<file path="src/rtl/acc_read_ctr_if.sv">
// ----------------------------------------------------------------------------
// acc_read_ctr_if : command / read-port / valid-path bundle for acc_read_ctr
// Rev 1.0
// ----------------------------------------------------------------------------
`default_nettype none

interface acc_read_ctr_if #(
  parameter int ADDR_WIDTH = 9,
  parameter int LEN_WIDTH  = 16
);
  logic                  start;
  logic [ADDR_WIDTH-1:0] base_addr;
  logic [LEN_WIDTH-1:0]  length;
  logic                  busy;
  logic                  rd_en;
  logic [ADDR_WIDTH-1:0] rd_addr;
  logic                  out_valid;
  logic                  out_last;
  logic                  done;

  modport master (
    output start, base_addr, length,
    input  busy, rd_en, rd_addr, out_valid, out_last, done
  );

  modport slave (
    input  start, base_addr, length,
    output busy, rd_en, rd_addr, out_valid, out_last, done
  );
endinterface

`default_nettype wire

</file>
<file path="src/rtl/acc_read_ctr.sv">
// ----------------------------------------------------------------------------
// acc_read_ctr : accumulator read address sequencer with latency-tracked valid
// Rev 1.0
// ----------------------------------------------------------------------------
`default_nettype none

module acc_read_ctr #(
  parameter int ADDR_WIDTH   = 9,
  parameter int LEN_WIDTH    = 16,
  parameter int READ_LATENCY = 2
) (
  input  logic          clk,
  input  logic          rst,
  input  logic          enable,
  acc_read_ctr_if.slave bus
);

  localparam int C_CNT_WIDTH = (READ_LATENCY > 1) ? $clog2(READ_LATENCY) : 1;
  localparam logic [C_CNT_WIDTH-1:0] C_DRAIN_LAST = C_CNT_WIDTH'(READ_LATENCY - 1);

  typedef enum logic [1:0] {
    IDLE  = 2'd0,
    RUN   = 2'd1,
    DRAIN = 2'd2
  } state_t;

  state_t                   r_state;
  logic [LEN_WIDTH-1:0]     r_remaining;
  logic [C_CNT_WIDTH-1:0]   r_drain_cnt;
  logic [READ_LATENCY-1:0]  r_valid_pipe;
  logic [READ_LATENCY-1:0]  r_last_pipe;
  logic                     w_final_read;

  // r_remaining counts the read currently on the port, so 1 means final read
  assign w_final_read = bus.rd_en && (r_remaining == LEN_WIDTH'(1));

  always_ff @(posedge clk) begin
    if (rst) begin
      r_state      <= IDLE;
      r_remaining  <= '0;
      r_drain_cnt  <= '0;
      r_valid_pipe <= '0;
      r_last_pipe  <= '0;
      bus.busy     <= 1'b0;
      bus.rd_en    <= 1'b0;
      bus.rd_addr  <= '0;
      bus.done     <= 1'b0;
    end else if (enable) begin
      r_valid_pipe[0] <= bus.rd_en;
      r_last_pipe[0]  <= w_final_read;
      for (int i = 1; i < READ_LATENCY; i++) begin
        r_valid_pipe[i] <= r_valid_pipe[i-1];
        r_last_pipe[i]  <= r_last_pipe[i-1];
      end

      bus.done <= 1'b0;

      case (r_state)
        IDLE: begin
          if (bus.start) begin
            if (bus.length != '0) begin
              r_state     <= RUN;
              r_remaining <= bus.length;
              bus.busy    <= 1'b1;
              bus.rd_en   <= 1'b1;
              bus.rd_addr <= bus.base_addr;
            end else begin
              bus.done <= 1'b1;
            end
          end
        end

        RUN: begin
          if (w_final_read) begin
            r_state     <= DRAIN;
            r_drain_cnt <= C_DRAIN_LAST;
            bus.rd_en   <= 1'b0;
          end else begin
            bus.rd_addr <= bus.rd_addr + ADDR_WIDTH'(1);
            r_remaining <= r_remaining - LEN_WIDTH'(1);
          end
        end

        DRAIN: begin
          // done lands one cycle after the last row leaves the delay line
          if (r_drain_cnt == '0) begin
            r_state  <= IDLE;
            bus.busy <= 1'b0;
            bus.done <= 1'b1;
          end else begin
            r_drain_cnt <= r_drain_cnt - C_CNT_WIDTH'(1);
          end
        end

        default: begin
          r_state  <= IDLE;
          bus.busy <= 1'b0;
          bus.rd_en <= 1'b0;
        end
      endcase
    end
  end

  assign bus.out_valid = r_valid_pipe[READ_LATENCY-1];
  assign bus.out_last  = r_last_pipe[READ_LATENCY-1];

endmodule

`default_nettype wire

</file>
<file path="src/flat_wrapper.sv">
// flat-port wrapper written by rule: the top's interface ports become plain ports
module acc_read_ctr_flat 
#(
  parameter int ADDR_WIDTH   = 9,
  parameter int LEN_WIDTH    = 16,
  parameter int READ_LATENCY = 2
)
  (clk, rst, enable, bus_start, bus_base_addr, bus_length, bus_busy, bus_rd_en, bus_rd_addr, bus_out_valid, bus_out_last, bus_done);
  acc_read_ctr_if #(.ADDR_WIDTH(ADDR_WIDTH), .LEN_WIDTH(LEN_WIDTH)) bus_i ();
  input  logic clk;
  input  logic rst;
  input  logic enable;
  input wire logic [$bits(bus_i.start)-1:0] bus_start;
  input wire logic [$bits(bus_i.base_addr)-1:0] bus_base_addr;
  input wire logic [$bits(bus_i.length)-1:0] bus_length;
  output wire logic [$bits(bus_i.busy)-1:0] bus_busy;
  output wire logic [$bits(bus_i.rd_en)-1:0] bus_rd_en;
  output wire logic [$bits(bus_i.rd_addr)-1:0] bus_rd_addr;
  output wire logic [$bits(bus_i.out_valid)-1:0] bus_out_valid;
  output wire logic [$bits(bus_i.out_last)-1:0] bus_out_last;
  output wire logic [$bits(bus_i.done)-1:0] bus_done;
  assign bus_i.start = bus_start;
  assign bus_i.base_addr = bus_base_addr;
  assign bus_i.length = bus_length;
  assign bus_busy = bus_i.busy;
  assign bus_rd_en = bus_i.rd_en;
  assign bus_rd_addr = bus_i.rd_addr;
  assign bus_out_valid = bus_i.out_valid;
  assign bus_out_last = bus_i.out_last;
  assign bus_done = bus_i.done;
  acc_read_ctr #(.ADDR_WIDTH(ADDR_WIDTH), .LEN_WIDTH(LEN_WIDTH), .READ_LATENCY(READ_LATENCY)) u_core (.clk(clk), .rst(rst), .enable(enable), .bus(bus_i));
endmodule
</file>
<file path="config.mk">
export PLATFORM = sky130hd
export DESIGN_NAME = acc_read_ctr_flat
export DESIGN_NICKNAME = d
export VERILOG_FILES = /design/src/rtl/acc_read_ctr_if.sv /design/src/rtl/acc_read_ctr.sv /design/src/flat_wrapper.sv
export SDC_FILE = /design/constraint.sdc
export NUM_CORES = 1
export LEC_CHECK = 0
export CORE_UTILIZATION = 48
export CTS_BUF_LIST = sky130_fd_sc_hd__clkbuf_8
export DETAILED_ROUTE_END_ITERATION = 10
export GPL_TIMING_DRIVEN = 0
export PLACE_DENSITY = 0.79
export SYNTH_ARGS = -nofsm -noshare
export SYNTH_HDL_FRONTEND = slang
export SYNTH_SLANG_ARGS = --single-unit
</file>
<file path="constraint.sdc">
create_clock -name clk -period 1.6 [get_ports clk]
set_input_delay 0.24 -clock clk [delete_from_list [all_inputs] [get_ports clk]]
set_output_delay 0.24 -clock clk [all_outputs]
set_load 0.01 [all_outputs]
</file>
==> impl_metrics.toml <==
[drt]
m1WireLength_um = 2980
routed_wl_um = 7200
route.detailed.drc = 0
ant_nets = 0
top_layer_used = "met4"
routedWlPerCell_um = 18.6
firstDrtPassIters = 6
via_count = 2438
met2_length_um = 3460
wl_met3_um = 543
drtIter0Drc = 310
vias_per_cell = 6.30

[power]
ir_drop_mv = 0.755
p_per_area_nw_per_um2 = 919
p_leak_nw = 1.20
finalPower_mw = 2.90

[synth]
async_flop_share_pct = 0
ys_seq_area_share_pct = 33.7
yosys_register_bits = 35
yosysWarningCount = 0
synth_fp_nets = 310
synth_top_area_share_pct = 33.7
ys_types = 54
synthSimpleGateAreaFrac_pct = 28.6
synth-xor-area-share_pct = 0
synth_cells = 278
synth_top_cell_by_area = "dfxtp_1"
synth_compound_area_share_pct = 27.6
synthTopCellsByArea = "dfxtp_1, a21oi_1, nand2_1, nor2_1, o21ai_1"
netlist_area_um2 = 2080
synth-main-ff-cell = "dfxtp_1"
synth_top_family_by_area = "simple AND/OR/NAND/NOR gates"
synthMuxAreaShare_pct = 1.99
avgSynthCellArea_um2 = 7.48
synth_edf_count = 0
synth_adder_area_share_pct = 1.81

[sta]
fin_skew_ns = 0.00713
tightest_slew_ns = 0.708
fmax_mhz = 518
fin_ws_ns = -0.330
layout_worst_path_cycle_share_pct = 121
max_slew_margin_pct = 52.8
fin_tns_setup_ns = -6.86
hold_violations = 0
maxSlewViolCount = 0
rsz0062_at_grt = "true"
min_period_ns = 1.93
setup_violations = 30

[finish]
final_util_pct = 77.1
drive_above_1_share_pct = 26.7
antenna_cells = 0
syn_to_final_growth_pct = 51.5
fillers = 278
seqCellArea_um2 = 709
multi_input_comb_area_um2 = 1520
num-nets-final = 368

[critical_path]
worstSetupEndpointType = "flop"
critPathArrivalTime_ns = 2.09
required_ns = 1.76
crit_type = "reg -> reg"
crit_path_max_fanout = 6
start_kind = "flop"

[cts]
cts_sinks = 35
clock_latency_ns = 0.30
cts_max_path_buffers = 2
h-tree-depth = 2
path_clk_slew_ns = 0.08
cts_made_buffers = 5
cts_tree = "yes"
cts_root_buffer = "clkbuf_8"

[die]
io_pins = 43
dieArea_um2 = 4600
initial_core_util_pct = 50.9
std_cell_rows = 23
die_x_um = 67.8
coreArea_um2 = 4090
die_y_um = 67.8

[grt]
grtUsageTotal_pct = 29.4
grt_overflow = 0
grt_max_degree = 12
grt_pass1_wl_um = 9980
antenna_found_initial = 0
grt_pass1_vias = 2161

[run_status]
status = "finished with violations"
violations = "setup timing"

[place]
gp_congestion = 0.881
io_buffers = 41
dp_hpwl_um = 4200

[run]
cap_violations = 0

[min_path]
hold_class = "in -> reg"
-- Yosys cell counts, drive strengths merged (3+ instances only) --
master,instances
nand3,6
nand4,5
clkbuf,14
or3,3
buf,8
nand2,41
nand2b,8
and2,3
inv,6
dfxtp,35
a31oi,4
nor4,9
nor3,7
o32ai,5
nor2,24
o31ai,3
a22o,3
ha,3
a21oi,34
mux2i,3
o21ai,23
-- state kept, by name (all words and copies together) (netlist names) --
register and flops:
u_core.r_state 2, u_core.r_valid_pipe 2, u_core.bus.rd_en 1, u_core.r_remaining 16
u_core.bus.rd_addr 9, u_core.r_drain_cnt 1, u_core.bus.done 1, u_core.bus.busy 1
u_core.r_last_pipe 2
-- cells in the final DEF, fill, tap and decap left out, types with 5 or more instances in the layout --
master,count
a21oi_1,29
a21oi_2,5
buf_4,9
buf_6,6
clkbuf_1,5
clkbuf_2,5
clkbuf_8,6
clkdlybuf4s50_1,31
dfxtp_1,30
dlymetal6s2s_1,9
nand2_1,40
nand2b_1,8
nand3_1,6
nand4_1,5
nor2_1,20
nor3_1,7
nor4_4,7
o21ai_0,6
o21ai_1,6
o21ai_2,10
o32ai_1,5
-- logic make-up after synthesis --
group / after synthesis
AOI/OAI and AO/OA: 90
buffers and inverters: 28
adders and majority gates: 3
DFF: 35
and+or+nand+nor: 118
muxes: 4
-- path summary, 6_finish.rpt --
check | from | end | slack (ns) | cells past startpoint
worst max-delay path | u_core.r_remaining[2]$_SDFFE_PP0P_ | u_core.r_remaining[15]$_SDFFE_PP0P_ | -0.33 | 6
worst min-delay path | enable | u_core.bus.rd_en$_SDFFE_PP0P_ | 0.27 | 2
worst max register to register | u_core.r_remaining[2]$_SDFFE_PP0P_ | u_core.r_remaining[15]$_SDFFE_PP0P_ | -0.33 | 6
worst min register to register | u_core.r_remaining[6]$_SDFFE_PP0P_ | u_core.r_remaining[6]$_SDFFE_PP0P_ | 0.50 | 2
-- timing repair --
action	CTS	global route
setup endpoints to repair	30	32
setup buffers	7	2
cloned	1	2
hold buffers	0	0
pin swaps	9	30
resized for setup	28	61
-- worst max-delay path, cell delays in order, from the launching register on --
cell and delay, ns:
dfxtp_1 0.40, or4_1 0.54, buf_4 0.20, nor4_4 0.26, a21oi_1 0.14, o21ai_1 0.20
a21oi_2 0.07
-- layout make-up --
| class | instances | share of cell area (%) |
|---|---|---|
| well taps | 50 | 1.99 |
| inverters | 6 | 0.794 |
| clock buffers | 6 | 2.62 |
| clock inverters | 2 | 1.11 |
| flip-flops and latches | 35 | 22.5 |
| repair buffers | 53 | 18.1 |
| plain buffers | 20 | 4.65 |
| multi-input cells | 215 | 48.2 |
-- per-stage QoR --
stage | instances | area, µm² | hold WS, ns | worst slack [ns]
after detailed placement | 369 | 2590 | 0.478 | -0.890
after global routing | 387 | 3150 | 0.295 | -0.388
after CTS | 383 | 2890 | 0.271 | -0.200
after floorplan | 278 | 2120 | 0.405 | -0.121
after global placement | 369 | 2590 | 0.472 | -0.896
final | 387 | 3150 | 0.272 | -0.330
-- layer usage --
metal | GRT usage, % | vias up
li1 | - | 1124
met1 | 35.9 | 1153
met2 | 50.4 | 136
met3 | 6.17 | 25
met4 | 10.9 | 0
met5 | 0 | -
-- where the power goes --
group | internal, mW | leakage, nW | switching (mW) | total, mW
Combinational | 0.464 | 0.851 | 0.531 | 0.994
Clock | 0.505 | 0.0612 | 0.358 | 0.863
Sequential | 0.938 | 0.288 | 0.0996 | 1.04
Total | 1.91 | 1.20 | 0.988 | 2.90
(Power assumes the default switching activity.)
